### config.mk
export PLATFORM = sky130hd
export DESIGN_NAME = mem_block_mover
export DESIGN_NICKNAME = d
export VERILOG_FILES = /design/src/rtl/mem_block_mover.sv
export SDC_FILE = /design/constraint.sdc
export NUM_CORES = 1
export LEC_CHECK = 0
export CAP_MARGIN = 10
export CORE_UTILIZATION = 55
export DETAILED_ROUTE_END_ITERATION = 6
export GPL_TIMING_DRIVEN = 0
export PLACE_DENSITY = 0.81
export SLEW_MARGIN = 30
export SYNTH_ARGS = -nofsm -noshare
export SYNTH_HDL_FRONTEND = slang
export SYNTH_SLANG_ARGS = --single-unit
### constraint.sdc
create_clock -name i_clock -period 3.75 [get_ports i_clock]
set_input_delay 0.5625 -clock i_clock [delete_from_list [all_inputs] [get_ports i_clock]]
set_output_delay 0.5625 -clock i_clock [all_outputs]
set_load 0.01 [all_outputs]
### src/rtl/mem_block_mover.sv
// mem_block_mover
// Command sequencer for a byte-wide memory with a registered read port.
// It takes one block command at a time and produces the memory address,
// write data and read/write strobes. The commands are FILL (write a constant),
// COPY (read a byte, then write it) and SUM (add bytes modulo 2**DATA_W).
//
// Ports
//   i_clock        rising-edge clock
//   i_reset        asynchronous reset, active low
//   i_start        command strobe, only honoured while idle
//   i_op           00 FILL, 01 COPY, 10 SUM, 11 reserved (runs as length 0)
//   i_src_addr     COPY/SUM start address
//   i_dst_addr     FILL/COPY start address
//   i_length       byte count, 0..2**ADDR_W
//   i_fill_value   byte written by FILL
//   o_busy         high while a command is in progress
//   o_done         one-cycle completion pulse
//   o_result       last SUM result, held until the next SUM completes
//   o_mem_address  memory address
//   o_mem_data_in  memory write data
//   o_mem_read_en  memory read strobe
//   o_mem_write_en memory write strobe
//   i_mem_data_out memory read data, valid the cycle after o_mem_read_en
module mem_block_mover #(
    parameter int ADDR_W = 5,
    parameter int DATA_W = 8
) (
    input  logic              i_clock,
    input  logic              i_reset,
    input  logic              i_start,
    input  logic [1:0]        i_op,
    input  logic [ADDR_W-1:0] i_src_addr,
    input  logic [ADDR_W-1:0] i_dst_addr,
    input  logic [ADDR_W:0]   i_length,
    input  logic [DATA_W-1:0] i_fill_value,
    output logic              o_busy,
    output logic              o_done,
    output logic [DATA_W-1:0] o_result,
    output logic [ADDR_W-1:0] o_mem_address,
    output logic [DATA_W-1:0] o_mem_data_in,
    output logic              o_mem_read_en,
    output logic              o_mem_write_en,
    input  logic [DATA_W-1:0] i_mem_data_out
);

    typedef enum logic [2:0] {
        S_IDLE,
        S_RD_ISSUE,
        S_RD_CAP,
        S_WR,
        S_FIN
    } state_t;

    localparam logic [1:0]      OP_FILL = 2'b00;
    localparam logic [1:0]      OP_COPY = 2'b01;
    localparam logic [1:0]      OP_SUM  = 2'b10;
    localparam logic [1:0]      OP_RSVD = 2'b11;
    localparam logic [ADDR_W:0] IDX_ONE = {{ADDR_W{1'b0}}, 1'b1};

    state_t              r_state, w_state_next;
    logic [1:0]          r_op, w_op_next;
    logic [ADDR_W-1:0]   r_src, w_src_next;
    logic [ADDR_W-1:0]   r_dst, w_dst_next;
    logic [ADDR_W:0]     r_len, w_len_next;
    logic [DATA_W-1:0]   r_fill, w_fill_next;
    logic [ADDR_W:0]     r_idx, w_idx_next;
    logic [DATA_W-1:0]   r_acc, w_acc_next;
    logic                r_fin_hold, w_fin_hold_next;
    logic                r_busy, w_busy_next;
    logic                r_done, w_done_next;
    logic [DATA_W-1:0]   r_result, w_result_next;
    logic [ADDR_W-1:0]   r_mem_address, w_mem_address_next;
    logic [DATA_W-1:0]   r_mem_data_in, w_mem_data_in_next;
    logic                r_mem_read_en, w_mem_read_en_next;
    logic                r_mem_write_en, w_mem_write_en_next;

    logic [ADDR_W:0]     w_idx_inc;
    logic [ADDR_W:0]     w_cmd_len;

    assign w_idx_inc = r_idx + IDX_ONE;
    // The reserved opcode behaves exactly like a zero-length command.
    assign w_cmd_len = (i_op == OP_RSVD) ? '0 : i_length;

    always_ff @(posedge i_clock or negedge i_reset) begin
        if (!i_reset) begin
            r_state        <= S_IDLE;
            r_op           <= '0;
            r_src          <= '0;
            r_dst          <= '0;
            r_len          <= '0;
            r_fill         <= '0;
            r_idx          <= '0;
            r_acc          <= '0;
            r_fin_hold     <= 1'b0;
            r_busy         <= 1'b0;
            r_done         <= 1'b0;
            r_result       <= '0;
            r_mem_address  <= '0;
            r_mem_data_in  <= '0;
            r_mem_read_en  <= 1'b0;
            r_mem_write_en <= 1'b0;
        end else begin
            r_state        <= w_state_next;
            r_op           <= w_op_next;
            r_src          <= w_src_next;
            r_dst          <= w_dst_next;
            r_len          <= w_len_next;
            r_fill         <= w_fill_next;
            r_idx          <= w_idx_next;
            r_acc          <= w_acc_next;
            r_fin_hold     <= w_fin_hold_next;
            r_busy         <= w_busy_next;
            r_done         <= w_done_next;
            r_result       <= w_result_next;
            r_mem_address  <= w_mem_address_next;
            r_mem_data_in  <= w_mem_data_in_next;
            r_mem_read_en  <= w_mem_read_en_next;
            r_mem_write_en <= w_mem_write_en_next;
        end
    end

    // Every output is a register loaded with the value it must carry in the
    // state being entered, so the strobes line up with the state they belong to.
    always_comb begin
        w_state_next        = r_state;
        w_op_next           = r_op;
        w_src_next          = r_src;
        w_dst_next          = r_dst;
        w_len_next          = r_len;
        w_fill_next         = r_fill;
        w_idx_next          = r_idx;
        w_acc_next          = r_acc;
        w_fin_hold_next     = r_fin_hold;
        w_busy_next         = r_busy;
        w_done_next         = 1'b0;
        w_result_next       = r_result;
        w_mem_address_next  = r_mem_address;
        w_mem_data_in_next  = r_mem_data_in;
        w_mem_read_en_next  = 1'b0;
        w_mem_write_en_next = 1'b0;

        case (r_state)
            S_IDLE: begin
                // r_done is still high in the cycle after FIN; a start seen then is dropped.
                if (i_start && !r_done) begin
                    w_op_next   = i_op;
                    w_src_next  = i_src_addr;
                    w_dst_next  = i_dst_addr;
                    w_len_next  = w_cmd_len;
                    w_fill_next = i_fill_value;
                    w_idx_next  = '0;
                    w_acc_next  = '0;
                    w_busy_next = 1'b1;
                    if (w_cmd_len == '0) begin
                        // An empty command waits one extra cycle in FIN, so its done
                        // pulse comes two cycles after start.
                        w_state_next    = S_FIN;
                        w_fin_hold_next = 1'b1;
                    end else if (i_op == OP_FILL) begin
                        w_state_next        = S_WR;
                        w_mem_write_en_next = 1'b1;
                        w_mem_address_next  = i_dst_addr;
                        w_mem_data_in_next  = i_fill_value;
                    end else begin
                        w_state_next       = S_RD_ISSUE;
                        w_mem_read_en_next = 1'b1;
                        w_mem_address_next = i_src_addr;
                    end
                end
            end

            S_RD_ISSUE: begin
                w_state_next = S_RD_CAP;
            end

            S_RD_CAP: begin
                if (r_op == OP_COPY) begin
                    // The byte read for COPY goes straight into the write-data register.
                    w_state_next        = S_WR;
                    w_mem_write_en_next = 1'b1;
                    w_mem_address_next  = r_dst + r_idx[ADDR_W-1:0];
                    w_mem_data_in_next  = i_mem_data_out;
                end else begin
                    w_acc_next = r_acc + i_mem_data_out;
                    w_idx_next = w_idx_inc;
                    if (w_idx_inc == r_len) begin
                        w_state_next = S_FIN;
                    end else begin
                        w_state_next       = S_RD_ISSUE;
                        w_mem_read_en_next = 1'b1;
                        w_mem_address_next = r_src + w_idx_inc[ADDR_W-1:0];
                    end
                end
            end

            S_WR: begin
                w_idx_next = w_idx_inc;
                if (w_idx_inc == r_len) begin
                    w_state_next = S_FIN;
                end else if (r_op == OP_FILL) begin
                    w_mem_write_en_next = 1'b1;
                    w_mem_address_next  = r_dst + w_idx_inc[ADDR_W-1:0];
                    w_mem_data_in_next  = r_fill;
                end else begin
                    w_state_next       = S_RD_ISSUE;
                    w_mem_read_en_next = 1'b1;
                    w_mem_address_next = r_src + w_idx_inc[ADDR_W-1:0];
                end
            end

            S_FIN: begin
                if (r_fin_hold) begin
                    w_fin_hold_next = 1'b0;
                end else begin
                    w_state_next = S_IDLE;
                    w_done_next  = 1'b1;
                    w_busy_next  = 1'b0;
                    // An empty SUM leaves the previous result in place.
                    if (r_op == OP_SUM && r_len != '0) begin
                        w_result_next = r_acc;
                    end
                end
            end

            default: begin
                w_state_next = S_IDLE;
            end
        endcase
    end

    assign o_busy         = r_busy;
    assign o_done         = r_done;
    assign o_result       = r_result;
    assign o_mem_address  = r_mem_address;
    assign o_mem_data_in  = r_mem_data_in;
    assign o_mem_read_en  = r_mem_read_en;
    assign o_mem_write_en = r_mem_write_en;

endmodule
==> results.py <==
metrics = {
    "route": {
        "via_per_inst": 5.81,
        "drt_pre_antenna_iters": 7,
        "wl_per_cell_um": 17.2,
        "drt_iter0_markers": 261,
        "wirelength_mm": 9.94,
        "vias": 3366,
        "drc_errors": 0,
        "ant_nets": 0,
    },
    "timing": {
        "fmax_ghz": 0.361,
        "clock_skew_ns": 0.00932,
        "period_share_pct": 73.9,
        "setup_tns_ns": 0,
        "worstMarginPinSlew_ns": 0.868,
        "fin_crit_ns": 2.77,
        "drv_slew": 0,
        "hold_viol": 0,
        "relSlewSlack_pct": 41.9,
        "rsz0062_at_grt": "no",
        "setup_viol": 0,
    },
    "cts": {
        "cts-hold-fix-buffers": 0,
        "clockBufferDepth": 2,
        "cts_buffers": 9,
        "clk_pin_slew_ns": 0.08,
        "htree_levels": 3,
        "cts-resized-gates": 0,
        "cts_tree": "built",
        "clockRootBuffer": "clkbuf_8",
        "cts_sinks": 69,
        "cts_setup_buffers": 0,
        "clkLatencyLatePin_ns": 0.35,
    },
    "logic_synthesis": {
        "avgSynthCellArea_sq_um": 9.77,
        "ys_types": 45,
        "synth.area.top_cells": "dfrtp_1 (44%), nand2_1 (9.2%), ha_1 (6.3%)",
        "async_flop_share_pct": 100,
        "synth_edf_count": 0,
        "syn_inst": 406,
        "seq_area_frac_synth_pct": 43.5,
        "synth_top_cell_by_area": "dfrtp_1",
        "ys_ff_latch": 69,
        "yosys_most_used_dff": "dfrtp_1",
        "yosys_warnings": 0,
        "yosysTopAreaCellShare_pct": 43.5,
        "synth_nets": 467,
        "syn_area_sq_um": 3970,
    },
    "pwr": {
        "peakVddDrop_mv": 0.455,
        "p_leak_nw": 2.29,
        "power_density_nw_per_um2": 832,
    },
    "global_routing": {
        "antenna_found_initial": 0,
        "gr-total-overflow": 0,
        "first_global_vias": 3338,
        "grt_pass1_wl_mm": 16.3,
        "grt_usage_pct": 29.0,
        "grt_max_degree": 46,
    },
    "critical_path": {
        "r2r-start": "r_idx[0]",
        "crit_required_ns": 3.99,
        "crit_chain": "clkdlybuf4s50_1 -> nand2_1 -> a21boi_0 -> nand2_1 -> a22oi_2 -> mux2_2",
        "crit_top_cell": "nand2_1",
        "rr_endpoint": "o_mem_address[2]",
        "startpoint_type": "input port",
        "cp_max_fo": 7,
        "critPathKind": "in2reg",
        "crit_path_end_kind": "flop",
        "crit_slowest_cell": "a21boi_0",
        "slowest_delay_ns": 0.58,
        "arrival_ns": 3.01,
        "r2r_slack_ns": 1.01,
        "reg2reg_depth": 7,
    },
    "final_layout": {
        "multi_input_area_sq_um": 2160,
        "n_fill_cell": 487,
        "diodes": 0,
        "fin_nets": 540,
        "seqCellArea_sq_um": 1730,
        "fin_cells": 579,
        "drive_gt1_share_pct": 9.52,
        "fin_util_pct": 71.9,
        "area_growth_pct": 24.4,
    },
    "placement": {
        "placed_cells": 564,
        "port_buffers": 61,
        "gp_congestion": 0.919,
        "hpwl_mm": 7.19,
    },
    "die": {
        "die_h_um": 86.9,
        "chipWidth_um": 86.9,
        "coreArea_sq_um": 6870,
        "io-pin-count": 62,
        "initial_core_util_pct": 57.8,
        "die-area_sq_um": 7560,
        "rows": 30,
    },
    "flow_run": {
        "drv_cap": 0,
    },
    "hold_path": {
        "hp-class": "in2async",
    },
    "status": {
        "status": "finished clean",
    },
}
critical path, delay by kind of cell:
kind            cells  cell delay (ns)
compound gates      2             1.05
buf+inv             1             0.53
simple gates        2             0.46
mux                 1             0.39
metal layers:
| layer | wire length, um | GRT usage (%) |
|---|---|---|
| met3 | 740 | 6.45 |
| met1 | 4130 | 36.7 |
| met4 | 324 | 12.1 |
| met5 | 0 | 0 |
| met2 | 4750 | 48.0 |
worst max-delay path by stage:
stage	from	end	cells after the start
after CTS	r_idx[0]	o_mem_address[3]	7
final	i_op[0]	o_mem_address[2]	6
after global placement	i_reset	r_fill[4]	1
after detailed placement	i_op[0]	o_mem_address[3]	6
after floorplan	r_idx[0]	o_mem_address[4]	9
after global routing	r_idx[0]	o_mem_address[2]	7
logic make-up (layout without fill, tap and decap cells):
logic type / after synthesis / after routing / share of synthesized area, %
xor+xnor: 27 / 27 / 6.43
mux: 36 / 36 / 9.74
flops: 69 / 69 / 43.5
buf+inv: 22 / 99 / 2.08
simple gates: 149 / 149 / 17.1
fa+ha+maj: 24 / 24 / 8.33
compound gates: 79 / 79 / 12.8
Yosys cell counts (2+ instances only):
library cell / n
a21o_1: 6
a21oi_1: 15
a22o_1: 7
a31oi_1: 2
a32o_1: 2
buf_1: 2
clkbuf_1: 9
dfrtp_1: 69
fa_1: 4
ha_1: 20
inv_1: 11
mux2_2: 21
mux2i_1: 15
nand2_1: 97
nand2b_1: 3
nand3_1: 11
nor2_1: 15
nor2b_1: 6
nor3_1: 5
nor4_1: 3
nor4b_4: 2
o211ai_1: 3
o21a_1: 2
o21ai_0: 28
o22ai_1: 3
o31ai_1: 2
xnor2_1: 18
xor2_1: 8
layout make-up:
cell class	instances	area share (%)
Multi-Input combinational cell	315	43.7
Inverter	11	0.837
Timing Repair Buffer	62	12.9
Tap cell	96	2.43
Sequential cell	69	35.0
Clock inverter	6	1.80
Buffer	11	0.837
Clock buffer	9	2.51
through the flow:
| stage | setup slack (ns) | hold WS [ns] | total power, mW | area, sq um |
|---|---|---|---|---|
| floorplan | 1.52 | 0.267 | 2.68 | 3970 |
| CTS | 1.05 | 0.128 | 4.09 | 4940 |
| global route | 0.829 | 0.142 | 4.35 | 4940 |
| global placement | -0.261 | 0.460 | 3.31 | 4700 |
| finish | 0.978 | 0.125 | 4.11 | 4940 |
| detailed placement | 0.706 | 0.467 | 3.39 | 4720 |
flip-flops by register name, summed over array words and instances (netlist names), 2 cells and up:
register and flops:
o_mem_data_in 8, r_op 2, r_len 6, r_src 5
r_fill 8, r_idx 6, r_dst 5, r_acc 8
o_result 8, r_state 3, o_mem_address 5
where the power goes:
group	leakage (nW)	internal (mW)	switching (mW)
Combinational	1.31	0.993	1.13
Sequential	0.878	1.06	0.247
Clock	0.101	0.371	0.301
Total	2.29	2.42	1.68
cells in the final DEF, fill, tap and decap left out, drive strengths merged, types with 6 or more instances in the layout:
cell	Yosys	final
xnor2	19	19
nor2b	6	6
a22o	7	7
mux2	21	21
nand2	97	97
a21o	6	6
o21ai	30	30
xor2	8	8
nor3	6	6
nor2	15	15
inv	11	11
clkdlybuf4s50	0	60
nand3	11	11
a21oi	15	15
mux2i	15	15
dfrtp	69	69
ha	20	20
clkbuf	9	18
(Power assumes the default switching activity.)
